**config.mk**
```make
export PLATFORM = sky130hd
export DESIGN_NAME = wb_burst_responder
export DESIGN_NICKNAME = d
export VERILOG_FILES = /design/src/rtl/wb_burst_responder.sv
export SDC_FILE = /design/constraint.sdc
export NUM_CORES = 1
export LEC_CHECK = 0
export CAP_MARGIN = 20
export CORE_UTILIZATION = 38
export DETAILED_ROUTE_END_ITERATION = 16
export PLACE_DENSITY = 0.77
export SYNTH_ARGS = -nofsm -noshare
export SYNTH_HDL_FRONTEND = slang
export SYNTH_SLANG_ARGS = --single-unit
```
**constraint.sdc**
```tcl
create_clock -name i_clk -period 1.9 [get_ports i_clk]
set_input_delay 0.19 -clock i_clk [delete_from_list [all_inputs] [get_ports i_clk]]
set_output_delay 0.19 -clock i_clk [all_outputs]
set_load 0.02 [all_outputs]
```
**src/rtl/wb_burst_responder.sv**
```systemverilog
// wb_burst_responder: Wishbone slave that turns single and wrapping 4/8-beat read bursts (and
// single writes) into a request/acknowledge handshake on a simple memory port.
//
// Ports
//   i_clk, i_rst            : clock, synchronous active-high reset
//   wb_cyc/wb_stb/wb_we     : Wishbone cycle, strobe, write enable
//   wb_adr/wb_i_dat/wb_sel  : word address, write data, byte lanes
//   wb_4_burst/wb_8_burst   : burst length request, sampled with the first strobe only
//   wb_ack/wb_err/wb_rty    : one-cycle termination strobes (gated by wb_cyc)
//   wb_o_dat                : read data, held until the next read acknowledge
//   mem_req/mem_we/mem_addr/mem_wdata/mem_be : memory request, stable until mem_ack
//   mem_rdata/mem_ack/mem_busy               : memory response and busy indication

`ifndef WB_ADDR_W
`define WB_ADDR_W 24
`endif

module wb_burst_responder #(
  parameter logic [`WB_ADDR_W-1:0] ADDR_LIMIT = 24'h100000
) (
  input  logic                  i_clk,
  input  logic                  i_rst,
  input  logic                  wb_cyc,
  input  logic                  wb_stb,
  input  logic                  wb_we,
  input  logic [`WB_ADDR_W-1:0] wb_adr,
  input  logic [15:0]           wb_i_dat,
  input  logic [1:0]            wb_sel,
  input  logic                  wb_4_burst,
  input  logic                  wb_8_burst,
  output logic                  wb_ack,
  output logic                  wb_err,
  output logic                  wb_rty,
  output logic [15:0]           wb_o_dat,
  output logic                  mem_req,
  output logic                  mem_we,
  output logic [`WB_ADDR_W-1:0] mem_addr,
  output logic [15:0]           mem_wdata,
  output logic [1:0]            mem_be,
  input  logic [15:0]           mem_rdata,
  input  logic                  mem_ack,
  input  logic                  mem_busy
);

  typedef enum logic [1:0] {StIdle, StAccess, StAck, StAbort} state_e;

  state_e                  r_state;
  logic                    r_ack;
  logic                    r_err;
  logic                    r_rty;
  logic [15:0]             r_o_dat;
  logic                    r_mem_req;
  logic                    r_mem_we;
  logic [`WB_ADDR_W-1:0]   r_mem_addr;
  logic [15:0]             r_mem_wdata;
  logic [1:0]              r_mem_be;
  logic                    r_wrap8;
  logic [2:0]              r_beats;      // beats still to run after the current one

  logic                    w_req;
  logic                    w_bad;
  logic [`WB_ADDR_W-1:0]   w_next_adr;

  // A termination strobe in flight means the initiator has not yet seen it, so its still-high
  // strobe must not be taken as a fresh request.
  assign w_req = wb_cyc & wb_stb & ~(r_ack | r_err | r_rty);

  assign w_bad = (wb_4_burst & wb_8_burst) |
                 ((wb_4_burst | wb_8_burst) & wb_we) |
                 (wb_adr >= ADDR_LIMIT);

  // Wrapping increment inside the aligned 4- or 8-word block; upper bits never change.
  always_comb begin
    w_next_adr = r_mem_addr;
    if (r_wrap8) begin
      w_next_adr[2:0] = r_mem_addr[2:0] + 3'd1;
    end else begin
      w_next_adr[1:0] = r_mem_addr[1:0] + 2'd1;
    end
  end

  always_ff @(posedge i_clk) begin
    if (i_rst) begin
      r_state     <= StIdle;
      r_ack       <= 1'b0;
      r_err       <= 1'b0;
      r_rty       <= 1'b0;
      r_o_dat     <= 16'h0000;
      r_mem_req   <= 1'b0;
      r_mem_we    <= 1'b0;
      r_mem_addr  <= '0;
      r_mem_wdata <= 16'h0000;
      r_mem_be    <= 2'b00;
      r_wrap8     <= 1'b0;
      r_beats     <= 3'd0;
    end else begin
      r_ack <= 1'b0;
      r_err <= 1'b0;
      r_rty <= 1'b0;
      unique case (r_state)
        StIdle: begin
          if (w_req) begin
            if (w_bad) begin
              r_err <= 1'b1;
            end else if (wb_we && (wb_sel == 2'b00)) begin
              // Nothing to write: acknowledge without touching memory.
              r_ack   <= 1'b1;
              r_beats <= 3'd0;
              r_state <= StAck;
            end else if (mem_busy) begin
              r_rty <= 1'b1;
            end else begin
              r_state     <= StAccess;
              r_mem_req   <= 1'b1;
              r_mem_addr  <= wb_adr;
              r_mem_we    <= wb_we;
              r_mem_wdata <= wb_i_dat;
              r_mem_be    <= wb_we ? wb_sel : 2'b11;
              r_wrap8     <= wb_8_burst;
              r_beats     <= wb_8_burst ? 3'd7 : (wb_4_burst ? 3'd3 : 3'd0);
            end
          end
        end
        StAccess: begin
          if (mem_ack) begin
            r_mem_req <= 1'b0;
            if (wb_cyc) begin
              r_ack   <= 1'b1;
              r_state <= StAck;
              if (!r_mem_we) begin
                r_o_dat <= mem_rdata;
              end
            end else begin
              r_state <= StIdle;
            end
          end else if (!wb_cyc) begin
            // Memory already saw the request; keep it up until it completes.
            r_state <= StAbort;
          end
        end
        StAbort: begin
          if (mem_ack) begin
            r_mem_req <= 1'b0;
            r_state   <= StIdle;
          end
        end
        StAck: begin
          if (wb_cyc && (r_beats != 3'd0)) begin
            r_state    <= StAccess;
            r_mem_req  <= 1'b1;
            r_mem_addr <= w_next_adr;
            r_beats    <= r_beats - 3'd1;
          end else begin
            r_state <= StIdle;
            r_beats <= 3'd0;
          end
        end
        default: r_state <= StIdle;
      endcase
    end
  end

  // Terminations vanish as soon as the initiator drops the cycle.
  assign wb_ack    = r_ack & wb_cyc;
  assign wb_err    = r_err & wb_cyc;
  assign wb_rty    = r_rty & wb_cyc;
  assign wb_o_dat  = r_o_dat;
  assign mem_req   = r_mem_req;
  assign mem_we    = r_mem_we;
  assign mem_addr  = r_mem_addr;
  assign mem_wdata = r_mem_wdata;
  assign mem_be    = r_mem_be;

endmodule

```
Word-level counts from Yosys, hierarchy flattened
Cells that the tools add are included.
- flip-flop bits (word level): 69
- latch bits: 0
- memory bits (writable): 0
- memory bits (read-only): 0
- input port bits: 67
- word-level logic and storage cells: 110
- memories kept: 0
- $add $sub $neg: 3
- multiply operators: 0
- div/mod/pow operators: 0
- magnitude comparators: 1
- eq/ne operators: 13
- shift-type cells: 0
- muxes and demuxes: 42
- bitwise logic cells: 20
- reductions and logical operators: 17
- operators with widths (operator ; number):
    $mux 24 ; 4
    $pmux 24 s2 ; 1
    $ge 24x21->1 const B ; 1
    $mux 2 ; 11
    $mux 3 ; 7
    $reduce_and 6->1 ; 3
    $mux 1 ; 15
    $ne 2x2->1 const B ; 7
    $reduce_and 5->1 ; 2
    $not 1->1 ; 8
    $pmux 2 s4 ; 1
    $reduce_and 4->1 ; 2
    $and 1x1->1 ; 7
    $reduce_and 7->1 ; 1
    $ne 3x3->1 const B ; 2
    $pmux 3 s2 ; 1
    $or 1x1->1 ; 5
    $reduce_or 5->1 ; 1
    $eq 2x2->1 const B ; 2
    $logic_not 2->1 ; 2
    $add 3x1->3 const B ; 1
    $pmux 1 s3 ; 1
    $reduce_bool 3->1 ; 1
    $reduce_or 3->1 ; 1
    8 further kinds ; 9

Logic depth before layout (Yosys ltp)
Gate-level depths: netlist (run 1).
- depth in word-level cells: 7
- depth in mapped cells: 7
- gate-level depth less buffers: 6

Worst setup path before layout (run 1)
OpenSTA, ideal clock, no wires.
- kind: flip-flop to flip-flop
- start point: register r_err
- end point: register r_mem_req (netlist: mem_req)
- data arrival time: 1.912 ns
- slack: -0.107 ns
- cell stages (with the launch flop): 6
- buffers on the path: 1
- clock period less this slack: 2.007 ns
- cell sequence: dfxtp_1 -> or4b_4 -> or4_4 -> buf_2 -> nand4b_1 -> a221oi_1
- word-level cells in the longest chain between the ends: 6
- RTL lines (item ; line ; RTL):
    start, declared ; 49 ; logic r_err;
    start signal, assigned ; 86 ; r_err <= 1'b0;
    start signal, assigned ; 98 ; r_err <= 1'b0;
    start signal, assigned ; 104 ; r_err <= 1'b1;
    $or 1x1->1 (2 in series) ; 66 ; assign w_req = wb_cyc & wb_stb & ~(r_ack | r_err | r_rty);
    $not 1->1 ; 66 ;
    $and 1x1->1 ; 66 ;
    $ne 2x2->1 (no line) ; -- ;
    $reduce_and 6->1 (no line) ; -- ;
    end signal, assigned ; 89 ; r_mem_req <= 1'b0;
    end signal, assigned ; 114 ; r_mem_req <= 1'b1;
    end signal, assigned ; 126 ; r_mem_req <= 1'b0;
    end, declared ; 52 ; logic r_mem_req;
Every way passes these cells.
A chain may end at the register's enable or synchronous reset.

Final worst setup path (run 1)
- start point: register r_err
- end point: register r_mem_wdata[11] (netlist: mem_wdata[11])
- word-level cells in the longest chain between the ends: 5
- RTL lines (item ; line ; RTL):
    $or 1x1->1 (2 in series) ; 66 ;
    $not 1->1 ; 66 ;
    $and 1x1->1 ; 66 ;
    $reduce_and 5->1 (no line) ; -- ;
    end signal, assigned ; 117 ; r_mem_wdata <= wb_i_dat;
    end, declared ; 55 ; logic [15:0] r_mem_wdata;
Every way passes these cells.

==> results.sh, run 1 <==
export IMPL_hold_depth=3
export IMPL_rows=31
export IMPL_synth_edff_count=0
export IMPL_cts_tree="yes"
export IMPL_syn_cell_area_mm2=0.00293
export IMPL_dp_hpwl_um=6400
export IMPL_pin_count=130
export IMPL_fmax_ghz=0.499
export IMPL_holdPathEnd="wb_o_dat[7]$_SDFFE_PP0P_"
export IMPL_final_cell_mix="128 x clkdlybuf4s50_1, 67 x dfxtp_1, 51 x a21oi_1"
export IMPL_syn_area_per_cell_um2=8.24
export IMPL_p_per_area_mw_per_mm2=675
export IMPL_h_tree_depth=3
export IMPL_vias_per_cell=5.34
export IMPL_crit_chain="or4b_4 > or4_4 > buf_12 > o21ai_2 > a21oi_2"
export IMPL_worst_path_max_fanout=19
export IMPL_layout_commonest_cell="clkdlybuf4s50_1"
export IMPL_hold_start="mem_rdata[7]"
export IMPL_use_met1_pct=28.4
export IMPL_synth_cell_types=47
export IMPL_path_delay_family="simple AND/OR/NAND/NOR gates"
export IMPL_synth_top_family_by_area="simple AND/OR/NAND/NOR gates"
export IMPL_grt_pass1_vias=3208
export IMPL_synthCells=356
export IMPL_hold_class="input pin to flop"
export IMPL_relSlewSlack_pct=54.7
export IMPL_clock_path_buffers=2
export IMPL_cts_setup_buffers=0
export IMPL_ys_warn_count=0
export IMPL_path_class="flop to flop"
export IMPL_clock_latency_ps=340
export IMPL_antenna_left=0
export IMPL_start_util_pct=39.8
export IMPL_syn_num_nets=426
export IMPL_synth_xor_area_share_pct=0.299
export IMPL_yosysTopAreaCellShare_pct=47.1
export IMPL_synth_largest_area_cell="dfxtp_1"
export IMPL_rsz0062_at_grt="yes"
export IMPL_worst_pin_slew_ps=680
export IMPL_fin_nets=572
export IMPL_p_leak_nw=1.72
export IMPL_final_hold_violation_count=0
export IMPL_synthFlopType="dfxtp_1"
export IMPL_hold_buffers=0
export IMPL_die_area_mm2=0.00807
export IMPL_arrival_ps=2210
export IMPL_drc=0
export IMPL_grt_usage_pct=23.3
export IMPL_status="finished, violations left"
export IMPL_vdd_drop_max_mv=0.687
export IMPL_use_met3_pct=6.94
export IMPL_synthToLayoutAreaGrowth_pct=71.3
export IMPL_drtPass1Iterations=4
export IMPL_rr_worst_depth=5
export IMPL_numCtsBuffers=9
export IMPL_synth_compound_area_share_pct=21.8
export IMPL_critPathMaxStageDelay_ps=580
export IMPL_routedWlPerCell_um=15.6
export IMPL_num_vias=3234
export IMPL_drt_wl_total_um=9460
export IMPL_drive_gt1_share_pct=17.9
export IMPL_clock_sinks=69
export IMPL_gpl_final_weighted_congestion=0.881
export IMPL_total_power_w=0.00339
export IMPL_clk_pin_slew_ps=70
export IMPL_ys_seq_area_share_pct=47.1
export IMPL_grt_busiest_layer="met2"
export IMPL_core_area_mm2=0.00737
export IMPL_crit_buf_inv=1
export IMPL_cp_slowest_cell="or4_4"
export IMPL_r2r_start="r_err$_SDFF_PP0_"
export IMPL_grt_max_degree=37
export IMPL_violations="setup timing"
export IMPL_synth_fa_ha_area_share_pct=1.62
export IMPL_r2r_end="mem_wdata[11]$_SDFFE_PP0P_"
export IMPL_synth_seq_cells=69
export IMPL_crit_path_end_kind="flop"
export IMPL_use_met2_pct=38.5
export IMPL_yosys_area_share_simple_pct=22.7
export IMPL_grt_overflow_total=0
export IMPL_grt_pass1_wl_um=15200
export IMPL_dp_cells=587
export IMPL_synthMuxAreaShare_pct=1.02
export IMPL_critPathRequiredTime_ps=2100
export IMPL_setup_violations=39
export IMPL_die_x_um=89.9
export IMPL_cts_root_buf="clkbuf_8"
export IMPL_fin_crit_sh_pct=105
export IMPL_maxCapViolCount=0
export IMPL_setup_slack_ps=-103
export IMPL_antenna_cells=0
export IMPL_drv_slew=0
export IMPL_fin_crit_ps=2000
export IMPL_synthTopCellsByArea="dfxtp_1 47%, a21oi_1 9.4%, o21ai_1 6.1%"
export IMPL_synthArstFlopShare_pct=0
export IMPL_antenna_found_initial=0
export IMPL_finalClockSkew_ps=6.47
export IMPL_cp_start_kind="flop"
export IMPL_portBuffers=129
export IMPL_first_iter_violations=198
export IMPL_fp_dieH_um=89.9
export IMPL_instances_no_fill=606
export IMPL_r2r_slack_ps=-100
-- Yosys cell counts (3+ instances only) --
library cell and instances:
dfxtp_1 69, a21oi_1 55, nand2_1 38, o21ai_1 36, clkbuf_1 25, nand3_1 20
nand4_1 17, inv_1 8, nand2b_1 8, nor2_1 8, nor3_1 7, nor3b_1 5
nor4_1 5, and2_1 4, buf_2 4, buf_1 3, ha_1 3, mux2i_1 3
-- metal layers --
metal	share of wire, %	vias to the layer above
met2	48	149
met4	2.3	0
met5	0	-
met1	42	1487
met3	7.7	17
li1	-	1581
-- final cells by class --
| class | instances | area (um2) |
|---|---|---|
| Clock buffer | 10 | 138 |
| Clock inverter | 6 | 134 |
| Fill cell | 593 | 2340 |
| Inverter | 9 | 33.8 |
| Multi-Input combinational cell | 246 | 1530 |
| Sequential cell | 69 | 1380 |
| Tap cell | 99 | 124 |
| Timing Repair Buffer | 167 | 1690 |
-- timing repair --
item                                    4_1_cts  5_1_grt
gates resized for setup                      18       16
endpoints found under the setup margin       45       46
gates cloned                                  0        3
pin swaps                                     1        4
-- registers in the layout (all words and copies together), names as in the netlist --
signal     count
mem_addr      24
mem_wdata     16
wb_o_dat      16
r_beats        3
mem_be         2
r_state        2
mem_req        1
mem_we         1
r_ack          1
r_err          1
r_rty          1
r_wrap8        1
-- where the power goes --
part	leakage, nW	total (W)	internal [W]	switching, W
combinational	1.03	0.000330	0.000192	0.000139
sequential	0.557	0.00145	0.00145	0.00000217
clock	0.136	0.00161	0.00104	0.000570
total	1.72	0.00339	0.00268	0.000711
-- cells by family (layout without fill, tap and decap cells) --
kind of cell / after synthesis / in the layout
AO/OA/AOI/OAI: 113 / 113
XOR/XNOR: 1 / 1
adder cells (fa/ha/maj): 4 / 4
buffers and inverters: 41 / 192
flip-flops: 69 / 69
multiplexers: 3 / 3
AND/OR/NAND/NOR: 125 / 125
-- worst min-delay path: cells and delay by family --
kind                   cells  cell delay (ps)
buffers and inverters      1              390
AO/OA/AOI/OAI              1               50
AND/OR/NAND/NOR            1               50
-- through the flow --
| step | hold WS [ps] | worst slack [ps] | area (um2) | util (%) | TNS, ps |
|---|---|---|---|---|---|
| final | 387 | -103 | 5020 | 68.2 | -2860 |
| after global routing | 382 | -165 | 5020 | 68.2 | -4740 |
| after global placement | 441 | -397 | 4570 | 62.0 | -17020 |
| after detailed placement | 445 | -438 | 4570 | 62.0 | -18480 |
| after CTS | 375 | -94.2 | 4910 | 66.6 | -2270 |
| after floorplan | 300 | -44.6 | 2960 | - | -66.6 |
-- how the worst max path moves through the flow --
| stage | start | cells after the start | end |
|---|---|---|---|
| 3_5_place_dp | wb_adr[23] | 6 | mem_wdata[8]$_SDFFE_PP0P_ |
| 6_report | r_err$_SDFF_PP0_ | 5 | mem_wdata[11]$_SDFFE_PP0P_ |
| 5_1_grt | r_err$_SDFF_PP0_ | 4 | mem_req$_SDFFE_PP0P_ |
| 2_1_floorplan | r_err$_SDFF_PP0_ | 5 | mem_req$_SDFFE_PP0P_ |
| 3_3_place_gp | wb_adr[23] | 6 | mem_wdata[10]$_SDFFE_PP0P_ |
| 4_1_cts | r_err$_SDFF_PP0_ | 7 | mem_addr[19]$_SDFFE_PP0P_ |
(Power assumes the default switching activity.)
==> run 2: changes to the inputs <==
--- a/config.mk
+++ b/config.mk
@@ -9,6 +9,7 @@
 export CORE_UTILIZATION = 38
 export DETAILED_ROUTE_END_ITERATION = 16
 export PLACE_DENSITY = 0.77
+export RECOVER_POWER = 100
 export SYNTH_ARGS = -nofsm -noshare
 export SYNTH_HDL_FRONTEND = slang
 export SYNTH_SLANG_ARGS = --single-unit
==> results.sh, run 2 (synthesis gave the netlist of run 1 again) <==
export IMPL_status="finished, violations left"
export IMPL_violations="setup timing"
export IMPL_antenna_cells=0
export IMPL_hold_class="input pin to flop"
export IMPL_crit_chain="or4b_4 > or4_4 > buf_6 > o21ai_1 > a21oi_1"
export IMPL_r2r_start="r_err$_SDFF_PP0_"
export IMPL_rr_worst_depth=5
export IMPL_pin_count=130
export IMPL_fmax_ghz=0.498
export IMPL_synthToLayoutAreaGrowth_pct=71.0
export IMPL_start_util_pct=39.8
export IMPL_hold_buffers=0
export IMPL_vdd_drop_max_mv=0.686
export IMPL_core_area_mm2=0.00737
export IMPL_clk_pin_slew_ps=80
export IMPL_p_leak_nw=1.94
export IMPL_die_area_mm2=0.00807
export IMPL_dr_wl_met2_um=4540
export IMPL_cp_slowest_cell="or4_4"
export IMPL_hold_start="mem_rdata[7]"
export IMPL_pwr_share_clk_pct=47.5
export IMPL_setup_violations=39
export IMPL_multi_input_area_mm2=0.00153
export IMPL_h_tree_depth=3
export IMPL_final_cell_mix="67 x dfxtp_1, 65 x clkdlybuf4s50_1, 63 x dlygate4sd3_1"
export IMPL_finalClockSkew_ps=5.18
export IMPL_critPathRequiredTime_ps=2130
export IMPL_drive_gt1_share_pct=17.4
export IMPL_fin_nets=572
export IMPL_grt_pass1_vias=3208
export IMPL_combPwrFrac_pct=9.7
export IMPL_relSlewSlack_pct=54.8
export IMPL_top_layer="met4"
export IMPL_largest_register_ffs=24
export IMPL_r2r_end="mem_wdata[6]$_SDFFE_PP0P_"
export IMPL_grt_overflow_total=0
export IMPL_fp_dieH_um=89.9
export IMPL_cts_root_buf="clkbuf_8"
export IMPL_layout_commonest_cell="dfxtp_1"
export IMPL_design_area_mm2=0.00502
export IMPL_numCtsBuffers=9
export IMPL_power_switching_w=0.000710
export IMPL_dp_hpwl_um=6400
export IMPL_dr_wl_met3_um=717
export IMPL_r2r_slack_ps=-110
export IMPL_intPower_w=0.00268
export IMPL_clock_latency_ps=340
export IMPL_antenna_left=0
export IMPL_die_x_um=89.9
export IMPL_drc=0
export IMPL_maxCapViolCount=0
export IMPL_whs_ps=386
export IMPL_clock_sinks=69
export IMPL_fin_crit_sh_pct=106
export IMPL_critPathMaxStageDelay_ps=580
export IMPL_drtPass1Iterations=5
export IMPL_holdPathEnd="wb_o_dat[7]$_SDFFE_PP0P_"
export IMPL_p_per_area_mw_per_mm2=676
export IMPL_portBuffers=129
export IMPL_fin_crit_ps=2010
export IMPL_ff_latch_area_mm2=0.00138
export IMPL_drv_slew=0
export IMPL_rows=31
export IMPL_setup_slack_ps=-107
export IMPL_vias_per_cell=5.40
export IMPL_grt_usage_pct=23.3
export IMPL_worst_pin_slew_ps=678
export IMPL_clock_path_buffers=2
export IMPL_routedWlPerCell_um=15.6
export IMPL_first_iter_violations=187
export IMPL_p_seq_share_pct=42.8
export IMPL_drt_wl_total_um=9430
export IMPL_dpl_cell_area_mm2=0.00457
export IMPL_final_hold_violation_count=0
export IMPL_arrival_ps=2240
export IMPL_cp_start_kind="flop"
export IMPL_path_class="flop to flop"
export IMPL_grt_max_degree=37
export IMPL_swShare_pct=21.0
export IMPL_antenna_found_initial=0
export IMPL_n_fill_cell=598
export IMPL_hold_depth=3
export IMPL_cts_setup_buffers=0
export IMPL_grt_pass1_wl_um=15200
export IMPL_crit_path_end_kind="flop"
export IMPL_fin_setup_tns_ps=-2960
export IMPL_met1_length_um=3960
export IMPL_worst_path_max_fanout=16
export IMPL_rsz0062_at_grt="yes"
export IMPL_cts_tree="yes"
export IMPL_gpl_final_weighted_congestion=0.881
export IMPL_num_vias=3272
-- run 2: cell types whose count changed in the layout (fill, tap and decap cells not counted) --
cell             change
dlygate4sd3_1       +63
clkbuf_1             +3
buf_4                -2
buf_2                -1
clkdlybuf4s50_1     -63
-- run 2: per-layer routing --
metal  vias to the layer above  GRT usage (%)
li1                       1582              -
met1                      1513           28.4
met2                       160           38.5
met3                        17           6.94
met4                         0           9.54
met5                         -              0
-- run 2: cell type report --
class / count / share of cell area [%]
Timing Repair Buffer: 167 / 33.4
Multi-Input combinational cell: 246 / 30.4
Sequential cell: 69 / 27.6
Clock buffer: 10 / 2.74
Clock inverter: 6 / 2.67
Tap cell: 99 / 2.47
Inverter: 9 / 0.673
-- run 2: what timing repair did --
action,CTS,global route
gates resized for setup,18,16
setup endpoints to repair,45,46
pin swaps,1,4
gates cloned,0,3
-- run 2: how the worst max path moves through the flow --
stage,from,endpoint,slack [ps],cells after the start
after floorplan,r_err$_SDFF_PP0_,mem_req$_SDFFE_PP0P_,-40,5
after global placement,wb_adr[23],mem_wdata[10]$_SDFFE_PP0P_,-400,6
after detailed placement,wb_adr[23],mem_wdata[8]$_SDFFE_PP0P_,-440,6
after CTS,r_err$_SDFF_PP0_,mem_addr[19]$_SDFFE_PP0P_,-90,7
after global routing,r_err$_SDFF_PP0_,mem_req$_SDFFE_PP0P_,-160,4
final,r_err$_SDFF_PP0_,mem_wdata[6]$_SDFFE_PP0P_,-110,5
-- run 2: power groups by stage --
stage | Sequential, W | Clock, W | Combinational, W
finish | 0.00145 | 0.00161 | 0.000330
global route | 0.00145 | 0.00171 | 0.000349
CTS | 0.00145 | 0.00164 | 0.000321
detailed placement | 0.00148 | 0 | 0.000314
global placement | 0.00148 | 0 | 0.000312
floorplan | 0.00149 | 0 | 0.0000923
-- run 2: per-stage QoR --
stage | power (W) | setup slack (ps) | std cells | utilization (%)
2_1_floorplan | 0.00158 | -44.6 | 356 | -
3_3_place_gp | 0.00180 | -397 | 587 | 62.0
3_5_place_dp | 0.00180 | -438 | 587 | 62.0
4_1_cts | 0.00341 | -94.2 | 603 | 66.6
5_1_grt | 0.00351 | -165 | 606 | 68.1
6_report | 0.00339 | -107 | 606 | 68.1
-- run 2: critical path, delay by kind of cell (launching register included) --
family	cells	cell delay [ps]
simple gates	2	1140
flops	1	320
compound gates	2	240
buf+inv	1	190
==> run 3: changes to the inputs <==
--- a/config.mk
+++ b/config.mk
@@ -6,7 +6,7 @@
 export NUM_CORES = 1
 export LEC_CHECK = 0
 export CAP_MARGIN = 20
-export CORE_UTILIZATION = 38
+export CORE_UTILIZATION = 40
 export DETAILED_ROUTE_END_ITERATION = 16
 export PLACE_DENSITY = 0.77
 export RECOVER_POWER = 100
==> constraint.sdc (replaced) <==
create_clock -name i_clk -period 2.28 [get_ports i_clk]
set_input_delay 0.228 -clock i_clk [delete_from_list [all_inputs] [get_ports i_clk]]
set_output_delay 0.228 -clock i_clk [all_outputs]
set_load 0.02 [all_outputs]
==> results.sh, run 3 (synthesis gave the netlist of run 1 again) <==
export IMPL_routedWlPerCell_um=15.2
export IMPL_portBuffers=129
export IMPL_cp_start_kind="input pin"
export IMPL_dp_hpwl_um=6320
export IMPL_fin_crit_ps=2120
export IMPL_p_leak_nw=1.80
export IMPL_p_per_area_mw_per_mm2=553
export IMPL_drtPass1Iterations=4
export IMPL_worst_path_max_fanout=22
export IMPL_drc=0
export IMPL_final_hold_violation_count=0
export IMPL_setup_violations=0
export IMPL_antenna_left=0
export IMPL_synthToLayoutAreaGrowth_pct=59.0
export IMPL_grt_usage_pct=23.8
export IMPL_start_util_pct=42.2
export IMPL_grt_pass1_wl_um=14300
export IMPL_grt_pass1_vias=3095
export IMPL_die_x_um=87.6
export IMPL_largest_register_ffs=24
export IMPL_antenna_found_initial=0
export IMPL_finish_utilization_pct=67.1
export IMPL_fin_nets=561
export IMPL_maxCapViolCount=0
export IMPL_arrival_ps=2350
export IMPL_drt_wl_total_um=8970
export IMPL_vdd_drop_max_mv=0.301
export IMPL_instances_no_fill=592
export IMPL_design_area_mm2=0.00466
export IMPL_fin_setup_tns_ps=0
export IMPL_rows=30
export IMPL_path_class="input pin to flop"
export IMPL_dpl_cell_area_mm2=0.00448
export IMPL_pin_count=130
export IMPL_grt_max_degree=42
export IMPL_worst_pin_slew_ps=709
export IMPL_drv_slew=0
export IMPL_die_area_mm2=0.00768
export IMPL_rsz0062_at_grt="no"
export IMPL_clock_sinks=69
export IMPL_critPathRequiredTime_ps=2510
export IMPL_dp_cells=576
export IMPL_clk_pin_slew_ps=80
export IMPL_h_tree_depth=3
export IMPL_hold_class="input pin to flop"
export IMPL_fp_dieH_um=87.6
export IMPL_fmax_ghz=0.472
export IMPL_drive_gt1_share_pct=9.27
export IMPL_cts_root_buf="clkbuf_8"
export IMPL_first_iter_violations=200
export IMPL_total_power_w=0.00258
export IMPL_core_area_mm2=0.00694
export IMPL_finalClockSkew_ps=7.28
export IMPL_gpl_final_weighted_congestion=0.810
export IMPL_crit_path_end_kind="flop"
export IMPL_final_cell_mix="69 x dfxtp_1, 65 x clkdlybuf4s50_1, 63 x dlygate4sd3_1"
export IMPL_fin_crit_sh_pct=92.9
export IMPL_cts_setup_buffers=0
export IMPL_clock_latency_ps=350
export IMPL_antenna_cells=0
export IMPL_numCtsBuffers=9
export IMPL_post_cts_resized=0
export IMPL_relSlewSlack_pct=52.8
export IMPL_grt_overflow_total=0
export IMPL_clock_path_buffers=2
export IMPL_num_vias=3178
export IMPL_status="complete, no violations"
export IMPL_layout_commonest_cell="dfxtp_1"
export IMPL_vias_per_cell=5.37
export IMPL_hold_buffers=0
export IMPL_cts_tree="yes"
-- run 3: cell count changes in the layout (fill, tap and decap cells not counted), sizes merged --
cell / previous run / this run
clkinv: 2 / 3
clkinvlp: 0 / 1
inv: 9 / 10
clkbuf: 15 / 13
bufinv: 4 / 2
buf: 34 / 24
-- run 3: through the flow --
stage / setup slack (ps) / hold WS (ps)
after floorplan: 268 / 338
after global placement: -121 / 441
after detailed placement: -170 / 446
after CTS: 206 / 410
after global routing: 67.5 / 411
final: 162 / 419
-- run 3: path summary, 6_finish.rpt --
kind / startpoint / to / slack [ps] / cells after the start
setup / recovery: wb_adr[23] / mem_wdata[13]$_SDFFE_PP0P_ / 160 / 7
hold / removal: mem_rdata[1] / wb_o_dat[1]$_SDFFE_PP0P_ / 420 / 3
setup reg to reg: r_err$_SDFF_PP0_ / mem_wdata[13]$_SDFFE_PP0P_ / 180 / 5
hold reg to reg: wb_o_dat[11]$_SDFFE_PP0P_ / wb_o_dat[11]$_SDFFE_PP0P_ / 450 / 2
-- run 3: power breakdown --
group / switching, W / internal (W) / total, W
logic: 0.000103 / 0.000142 / 0.000245
registers: 0.00000170 / 0.00121 / 0.00121
clock network: 0.000501 / 0.000621 / 0.00112
-- run 3: worst max-delay path: stages --
cell and delay [ps]:
clkdlybuf4s50_1 390, or4_1 540, clkbuf_1 140, or4_4 530
buf_4 240, o21ai_0 190, a21oi_1 80
-- run 3: cell type report --
class                           instances  area [um2]
Timing Repair Buffer                  156        1510
Fill cell                             570        2280
Clock buffer                            9         124
Multi-Input combinational cell        246        1390
Sequential cell                        69        1380
Clock inverter                          7        98.8
Inverter                                9        33.8
Tap cell                               96         120
-- run 3: routing by layer --
layer / track usage [%] / wire, um / vias up / share of wire (%)
met4: 9.84 / 152 / 0 / 1.7
met1: 28.4 / 3810 / 1495 / 42
met3: 5.56 / 623 / 13 / 6.9
met5: 0 / 0 / - / 0
li1: - / - / 1552 / -
met2: 41.3 / 4380 / 118 / 49
